### config.mk
export PLATFORM = sky130hd
export DESIGN_NAME = peripheral_responder
export DESIGN_NICKNAME = d
export VERILOG_FILES = /design/src/rtl/peripheral_responder.sv
export SDC_FILE = /design/constraint.sdc
export NUM_CORES = 1
export LEC_CHECK = 0
export ABC_AREA = 1
export ABC_CLOCK_PERIOD_IN_PS = 1900
export BUFFER_PORTS_ARGS = -buffer_cell sky130_fd_sc_hd__buf_2
export CAP_MARGIN = 20
export CORE_ASPECT_RATIO = 1.2
export CORE_MARGIN = 2
export CORE_UTILIZATION = 35
export DETAILED_ROUTE_END_ITERATION = 8
export HOLD_SLACK_MARGIN = 0.12
export PLACE_DENSITY = 0.53
export SLEW_MARGIN = 25
export SYNTH_ARGS = -nofsm -noshare
export SYNTH_HDL_FRONTEND = slang
export SYNTH_SLANG_ARGS = --single-unit
### constraint.sdc
create_clock -name clk -period 1.9 [get_ports clk]
set_input_delay 0.285 -clock clk [delete_from_list [all_inputs] [get_ports clk]]
set_output_delay 0.285 -clock clk [all_outputs]
set_load 0.01 [all_outputs]
### src/rtl/peripheral_responder.sv
// peripheral_responder: memory-mapped timer, LED, seven-segment and cycle-counter registers
// behind a single-cycle combinational load/store port.
module peripheral_responder #(
    parameter logic [31:0] BASE = 32'h4000_0000
) (
    input  logic        clk,
    input  logic        reset,
    input  logic [31:0] Address,
    input  logic [31:0] WriteData,
    input  logic        MemRead,
    input  logic        MemWrite,
    output logic [31:0] ReadData,
    output logic        hit,
    output logic        irqout,
    output logic [7:0]  leds,
    output logic [11:0] digits
);
    logic [31:0] th_q, th_d, tl_q, tl_d, systick_q, systick_d;
    logic [2:0]  tcon_q, tcon_d;
    logic [7:0]  led_q, led_d;
    logic [11:0] digi_q, digi_d;
    logic [2:0]  idx;
    logic        wr, ovf, ovf_irq;
    logic        unused_addr_lsbs;

    assign idx              = Address[4:2];
    assign hit              = (Address[31:5] == BASE[31:5]) && (idx <= 3'd5);
    assign wr               = MemWrite && hit;
    assign ovf              = tcon_q[0] && (&tl_q);
    assign ovf_irq          = ovf && tcon_q[1];
    assign systick_d        = systick_q + 32'd1;
    assign unused_addr_lsbs = &{1'b0, Address[1:0]};

    always_comb begin
        ReadData = 32'h0;
        if (MemRead && hit) begin
            case (idx)
                3'd0:    ReadData = th_q;
                3'd1:    ReadData = tl_q;
                3'd2:    ReadData = {29'h0, tcon_q};
                3'd3:    ReadData = {24'h0, led_q};
                3'd4:    ReadData = {20'h0, digi_q};
                3'd5:    ReadData = systick_q;
                default: ReadData = 32'h0;
            endcase
        end
    end

    // Timer step first, then a store overrides; a TCON store keeps an overflow's irq status.
    always_comb begin
        th_d   = th_q;
        tl_d   = tcon_q[0] ? (ovf ? th_q : tl_q + 32'd1) : tl_q;
        tcon_d = {tcon_q[2] | ovf_irq, tcon_q[1:0]};
        led_d  = led_q;
        digi_d = digi_q;
        if (wr) begin
            case (idx)
                3'd0:    th_d   = WriteData;
                3'd1:    tl_d   = WriteData;
                3'd2:    tcon_d = {WriteData[2] | ovf_irq, WriteData[1:0]};
                3'd3:    led_d  = WriteData[7:0];
                3'd4:    digi_d = WriteData[11:0];
                default: ;
            endcase
        end
    end

    always_ff @(posedge clk) begin
        if (reset) begin
            th_q      <= 32'h0;
            tl_q      <= 32'h0;
            tcon_q    <= 3'h0;
            led_q     <= 8'h0;
            digi_q    <= 12'h0;
            systick_q <= 32'h0;
        end else begin
            th_q      <= th_d;
            tl_q      <= tl_d;
            tcon_q    <= tcon_d;
            led_q     <= led_d;
            digi_q    <= digi_d;
            systick_q <= systick_d;
        end
    end

    assign irqout = tcon_q[2];
    assign leds   = led_q;
    assign digits = digi_q;
endmodule

* Word level (Yosys, flattened, before mapping)
Index checks and enable logic that the tools add are counted.
** Word-level totals
- Memories kept :: 0
- Output and inout port bits :: 54
- Register bits :: 119
- Logic and storage cells :: 37
- Latch bits :: 0
- ROM bits :: 0
- Bits in writable memories :: 0
** Cells by class
- Multiplexer cells :: 8
- Bitwise logic cells :: 2
- Divide/modulo/power cells :: 0
- Eq/ne operators :: 6
- Order comparisons :: 1
- Multipliers :: 0
- Shifts and indexed selects :: 0
- Add/sub/neg operators :: 2
- Reduce and logical (&&, ||, !) cells :: 11
** Operators by type and width (count)
- case mux 32 bit (6 select lines) :: 1
- two-way mux 32 bit :: 5
- adder 32 x 1 -> 32 bit (second input constant) :: 2
- AND reduction 32 bit :: 1
- == test 27 x 26 -> 1 bit (second input constant) :: 1
- AND reduction 2 bit :: 4
- == test 3 x 2 -> 1 bit (second input constant) :: 2
- == test 3 bit (second input constant) :: 2
- two-way mux 3 bit :: 2
- logical AND 1 bit :: 5
- == test 3 x 1 -> 1 bit (second input constant) :: 1
- less-or-equal comparator 3 bit (second input constant) :: 1
- zero test 3 bit :: 1
- OR 1 bit :: 2

* Logic depth before layout (Yosys ltp)
Gate-level depths: netlist of run 1.
- Word-level depth :: 6
- Mapped depth :: 12

* Worst setup path before layout of run 1
No wires, ideal clock.
- Kind :: in2out
- Start :: input port Address[24]
- End :: output port ReadData[24]
- Stages :: 9
- Arrival :: 1.405 ns
- Required time :: 1.615 ns
- Setup slack :: 0.210 ns
- Path buffers :: 2
- Cell sequence :: nor2_1 -> nand2_1 -> nor2_1 -> nand2_1 -> nor2_1 -> buf_2 -> nand2_1 -> clkbuf_1 -> a31oi_1
** On the way
- Longest elaborated chain between the ends :: 4
** Ends and longest elaborated chain
- start: declaration :: RTL line 8 : input logic [31:0] Address,
- == test 27 x 26 -> 1 bit :: RTL line 27 : assign hit = (Address[31:5] == BASE[31:5]) && (idx <= 3'd5);
- logical AND 1 bit :: RTL line 27
- logical AND 1 bit :: RTL line 36 : if (MemRead && hit) begin
- two-way mux 32 bit :: RTL line 36
- end: declaration :: RTL line 12 : output logic [31:0] ReadData,
Every way passes these cells.

* Worst setup path after layout of run 1
- Start :: register systick_q[6]
- End :: output port ReadData[6]
** On the way
- Longest elaborated chain between the ends :: 2
** Ends and longest elaborated chain
- start: declaration :: RTL line 18 : logic [31:0] th_q, th_d, tl_q, tl_d, systick_q, systick_d;
- start signal: assignment :: RTL line 82 : systick_q <= systick_d;
- case mux 32 bit (6 select lines) :: RTL line 37 : case (idx)
- two-way mux 32 bit :: RTL line 36
Every way passes these cells.

==> summary.md, run 1 <==
| Metric | Value |
|---|---|
| Number of global-route vias before repair | `9,065` |
| Cell count after synthesis | `1,408` |
| YS warnings | `0` |
| Syn avg cell area | `5.78 um^2` |
| Clk sinks | `119` |
| Reg2Reg Setup Slack | `110 ps` |
| Failing checks | `negative setup slack` |
| CTS Buf Count | `17` |
| Post-synth top flop | `dfxtp_1` |
| CP Capture Type | `primary output` |
| Clock skew | `10.8 ps` |
| Period utilization | `101%` |
| Maxcap violations | `0` |
| Synth top area share | `29.3%` |
| Max_slew headroom | `70.4%` |
| WL/cell | `16.2 um` |
| Nets@finish | `1,664` |
| Critical path class | `flip-flop to primary output` |
| Worst slew pin tran | `444 ps` |
| Leakage | `4.70 nW` |
| Hold crit path type | `primary input to flip-flop` |
| Layout cells sized above 1 | `20.2%` |
| Setup-failing EPs final | `1` |
| Status | `finished with violations` |
| H-Tree Depth | `4` |
| Ports | `122` |
| Seq/Total Area, Yosys | `29.3%` |
| IO buf count | `119` |
| # rows | `61` |
| Final WS setup | `-22.3 ps` |
| Die Area | `24,500 um^2` |
| Largest net degree at the start of global routing | `95` |
| Total power | `5.91 mW` |
| Area growth syn-to-layout | `32.8%` |
| Crit path required time | `1620 ps` |
| Drt drc | `0` |
| GRT Total Usage | `25.6%` |
| Syn Std Cell Area | `8140 um^2` |
| IR drop worst, VDD | `0.537 mV` |
| Largest fanout on the critical path | `3` |
| DIE HEIGHT | `171 um` |
| Power Density | `546 nW/um^2` |
| DR vias/cell | `4.97` |
| First DRT Iteration DRCs | `591` |
| Endpoints failing hold | `0` |
| Crit path time final | `1920 ps` |
| Unrepaired setup endpoints after global routing | `true` |
| ANT cells | `0` |
| Starting Density | `35.3%` |
| First-pass GRT wire length | `48,100 um` |
| DR vias | `9,554` |
| Routability Congestion | `0.914` |
| Root Driver | `clkbuf_16` |
| Hold Slack | `126 ps` |
| CORE AREA | `23,000 um^2` |
| Filler cells | `2,555` |
| Ys async rst share | `0%` |
| Area leader, netlist | `dfxtp_1` |
| First-pass DRT Iterations | `5` |
| Maximum buffer depth of the clock tree | `2` |
| Initial antenna violation count | `0` |
| TritonCTS clock tree | `built` |
| Die X | `143 um` |
| Synthesized net count | `1,478` |
| CP arrival | `1640 ps` |
| Final ANT Viol Nets | `0` |
| Register bit total from synthesis | `119` |
| Number of enable flip-flop cells after synthesis | `0` |
| F_max | `520 MHz` |
| Fin. max-slew vios | `0` |
| Top post-synthesis cells by area | `dfxtp_1 29%, nand2_1 21%, nor2_1 11%, inv_1 8.6%, nand4_1 4.5%` |
| Gr ovfl total | `0` |
| Clk_lat worst skew | `420 ps` |
| HPWL after DPL | `23,200 um` |
| Synth unique cells | `38` |
| Reg clk slew, reported paths | `60 ps` |
| WL final | `31,200 um` |
| CP Launch Type | `flip-flop` |
[routing by layer]
metal | vias up | routed length (um) | GRT usage (%)
met2 | 338 | 14800 | 43.4
met4 | 0 | 1000 | 10.7
li1 | 4798 | - | -
met5 | - | 0 | 0
met1 | 4359 | 13600 | 32.1
met3 | 59 | 1750 | 3.92
[through the flow]
stage	utilization [%]	area [um^2]	std cells	TNS (ps)	setup WS, ps
2_1_floorplan	-	8140	1408	0	210
3_3_place_gp	42.0	9680	1870	0	25.6
3_5_place_dp	42.0	9680	1870	0	5.73
4_1_cts	45.0	10400	1918	0	2.88
5_1_grt	46.9	10800	1922	-641	-67.6
6_report	46.9	10800	1922	-22.3	-22.3
[state kept, by name, summed over array words and instances, names as in the netlist]
register and cells:
digits 12, leds 8, tl_q 32, th_q 32
systick_q 32, tcon_q 3
[cells in the final DEF (no fill, tap or decap), types with 3 or more instances in the layout]
master	n
xor2_1	6
nor2_1	219
inv_6	3
inv_1	185
buf_12	15
nand3_1	56
buf_2	107
dfxtp_1	115
nand2_1	456
a21oi_1	55
nand4_1	59
o21ai_1	21
nor2_2	16
clkinv_4	5
nand3b_1	12
nor3_1	16
o21ai_0	22
a31oi_2	10
a31oi_4	7
nor3b_1	7
a31oi_1	10
a21oi_2	3
dfxtp_2	4
o21bai_1	4
nor2_8	3
o22ai_1	10
nor2_4	11
xnor2_1	4
nand2_2	5
or2_2	8
clkinv_2	4
inv_2	7
dlygate4sd3_1	17
buf_6	12
clkbuf_16	19
nand3_4	3
buf_4	74
[layout make-up]
cell class	instances	area, um^2	share of cell area [%]
Sequential cell	119	2390	22.1
Timing Repair Buffer	228	1760	16.3
Clock inverter	13	100	0.926
Tap cell	315	394	3.65
Inverter	193	726	6.71
Clock buffer	19	433	4.00
Multi-Input combinational cell	1035	5010	46.3
[worst max-delay path: stages (launching register included)]
cell,delay (ps)
dfxtp_1,320
inv_1,160
o22ai_1,130
a21oi_1,320
a31oi_4,130
buf_2,160
[report_power, final]
| part | internal (mW) | switching [mW] |
|---|---|---|
| clock | 1.68 | 1.31 |
| sequential | 2.50 | 0.00518 |
| combinational | 0.174 | 0.239 |
[worst paths after layout]
path            startpoint      endpoint  cells past startpoint
max reg2reg        tl_q[1]      tl_q[26]                     11
min          WriteData[10]      th_q[10]                      3
min reg2reg   systick_q[0]  systick_q[0]                      1
max           systick_q[6]   ReadData[6]                      5
[synth_stat cells, types with 11 or more instances]
library cell and instances:
o21ai_1 21, dfxtp_1 119, nand3_1 56, a31oi_1 27, o21ai_0 22, o22ai_1 11, nor3_1 16, buf_2 15
inv_1 186, nand3b_1 12, nand4_1 59, nor2_2 12, a21oi_1 56, nand2_1 458, nor2_1 230, clkbuf_1 26
[logic make-up (layout without fill, tap and decap cells)]
kind of cell / after synthesis / after routing / synth area share (%)
AO/OA/AOI/OAI: 147 / 147 / 10.0
XOR/XNOR: 10 / 10 / 1.08
adder cells (fa/ha/maj): 2 / 2 / 0.307
buffers and inverters: 254 / 453 / 12.8
flip-flops: 119 / 119 / 29.3
AND/OR/NAND/NOR: 876 / 876 / 46.6
[what timing repair did]
item / CTS / global route
hold endpoints to repair: 16 / 1
buffers inserted: 0 / 1
hold buffers: 16 / 1
endpoints found under the setup margin: 0 / 55
resized for setup: 0 / 67
Power figures use the tool's default switching activity.
==> inputs of run 2 (changes only) <==
--- a/constraint.sdc
+++ b/constraint.sdc
@@ -3,2 +3,2 @@
 set_output_delay 0.285 -clock clk [all_outputs]
-set_load 0.01 [all_outputs]
+set_load 0.05 [all_outputs]
==> run 2 against run 1 <==
Net effect: the run now ends clean; critical path depth increased by 5; combinational power shrank 1%; fmax is 1.8% higher; non-clock buffer count increased by 11; critical path type is now primary input to primary output; critical endpoint is now ReadData[11]; largest power group unchanged.
==> summary.md, run 2 (same netlist as run 1, synthesis figures left out) <==
| Metric | Value |
|---|---|
| Status | `finished clean` |
| Routed wire length on met2 | `14,300 um` |
| IO buf count | `119` |
| WL final | `31,500 um` |
| Non-Filler Instances | `1,933` |
| Period utilization | `99.4%` |
| Fin. max-slew vios | `0` |
| Root Driver | `clkbuf_16` |
| Endpoints failing hold | `0` |
| Area growth syn-to-layout | `40.3%` |
| Number of global-route vias before repair | `8,770` |
| Largest fanout on the critical path | `6` |
| Clk sinks | `119` |
| DIE HEIGHT | `171 um` |
| Most common cell after layout, fill and taps aside | `nand2_1` |
| Unrepaired setup endpoints after global routing | `true` |
| Reg2reg path depth | `8` |
| Layout cells sized above 1 | `22.2%` |
| H-Tree Depth | `4` |
| Setup-failing EPs final | `0` |
| Ports | `122` |
| Dpl cells | `1,874` |
| Buf/Inv on CP | `3` |
| CP Launch Type | `primary input` |
| CORE AREA | `23,000 um^2` |
| # rows | `61` |
| Hold Slack | `129 ps` |
| CP arrival | `1600 ps` |
| Filler cells | `2,410` |
| DR vias/cell | `4.96` |
| Top delay family on crit path | `simple AND/OR/NAND/NOR gates` |
| First DRT Iteration DRCs | `754` |
| Die X | `143 um` |
| GRT Total Usage | `25.3%` |
| Gr ovfl total | `0` |
| ANT cells | `0` |
| Drt drc | `0` |
| Clock skew | `10.0 ps` |
| F_max | `530 MHz` |
| Clk_lat worst skew | `430 ps` |
| Routed met1 length | `14,500 um` |
| Max layer used | `met4` |
| Die Area | `24,500 um^2` |
| Leakage | `4.79 nW` |
| Hold Crit Depth | `3` |
| First-pass GRT wire length | `47,600 um` |
| Worst-path cell chain | `buf_6, nor2_2, nand2_1, nor2_2, nand2_2, nor2_4, nand2_4, buf_16, a41oi_4, buf_6` |
| IR drop worst, VDD | `0.613 mV` |
| Largest net degree at the start of global routing | `72` |
| TritonCTS clock tree | `built` |
| Maximum buffer depth of the clock tree | `2` |
| Setup TNS | `0 ps` |
| Critical path class | `primary input to primary output` |
| Crit path required time | `1620 ps` |
| Worst slew pin tran | `567 ps` |
| WL/cell | `16.3 um` |
| HPWL after DPL | `23,300 um` |
| Slowest stage delay, CP | `190 ps` |
| Reg clk slew, reported paths | `60 ps` |
| Routability Congestion | `0.876` |
| Routed length on met3 | `1740 um` |
| First-pass DRT Iterations | `7` |
| Critical-path top delay cell | `buf_16` |
| Power Density | `544 nW/um^2` |
| Starting Density | `35.3%` |
| Hold crit path type | `primary input to flip-flop` |
| Levels on crit path | `10` |
| Initial antenna violation count | `0` |
| Regs by FF count | `systick_q: 32 flops, th_q: 32 flops, tl_q: 32 flops` |
| CP Capture Type | `primary output` |
| Nets@finish | `1,676` |
| Crit path time final | `1890 ps` |
| CTS Buf Count | `17` |
| Maxcap violations | `0` |
| DR vias | `9,589` |
| Final ANT Viol Nets | `0` |
| Max_slew headroom | `62.2%` |
| Most frequent cells in the layout | `451 x nand2_1, 218 x nor2_1, 181 x inv_1, 115 x dfxtp_1, 83 x buf_4` |
-- run 2: repair_timing --
| action | in CTS | in global routing |
|---|---|---|
| gates cloned | 0 | 5 |
| buffers inserted | 0 | 3 |
| pin swaps | 0 | 19 |
| endpoints found under the hold margin | 20 | 0 |
| setup endpoints to repair | 32 | 61 |
| hold buffers | 20 | 0 |
| gates resized for setup | 43 | 76 |
-- run 2: worst min-delay path, stage by stage --
cell and delay, ps:
buf_2 90, nor2_1 40, nor2_1 100
-- run 2: layout make-up --
type	instances	area [um^2]	share of cell area, %
clock buffer	22	454	3.98
tap	315	394	3.45
clock inverter	9	126	1.11
timing repair buffer	239	2020	17.7
sequential	119	2390	20.9
inverter	193	726	6.35
multi-input combinational	1036	5310	46.5
-- run 2: final timing paths --
| check | start | to | slack [ps] |
|---|---|---|---|
| hold reg to reg | systick_q[0] | systick_q[0] | 470 |
| hold / removal | WriteData[4] | th_q[4] | 130 |
| setup reg to reg | tl_q[0] | tl_q[13] | 70 |
| setup / recovery | Address[9] | ReadData[11] | 10 |
-- run 2: where the power goes --
group / leakage [nW] / switching (mW) / internal, mW
Combinational: 3.55 / 0.238 / 0.170
Clock: 0.284 / 1.22 / 2.08
Sequential: 0.961 / 0.00470 / 2.50
Total: 4.79 / 1.46 / 4.75
-- run 2: routing by layer --
| metal | vias to the layer above | GRT usage [%] |
|---|---|---|
| met1 | 4380 | 34.7 |
| met2 | 333 | 39.9 |
| li1 | 4814 | - |
| met4 | 0 | 9.93 |
| met5 | - | 0 |
| met3 | 62 | 3.61 |
-- run 2: stage by stage --
stage	power [mW]	setup WS [ps]	util, %	cell area (um^2)
floorplan	2.72	-28.7	-	8600
global placement	2.90	-83.2	43.8	10100
detailed placement	2.90	-91.3	43.8	10100
CTS	6.21	0.0142	47.8	11000
global route	6.38	-72.2	49.5	11400
finish	6.21	11.7	49.5	11400
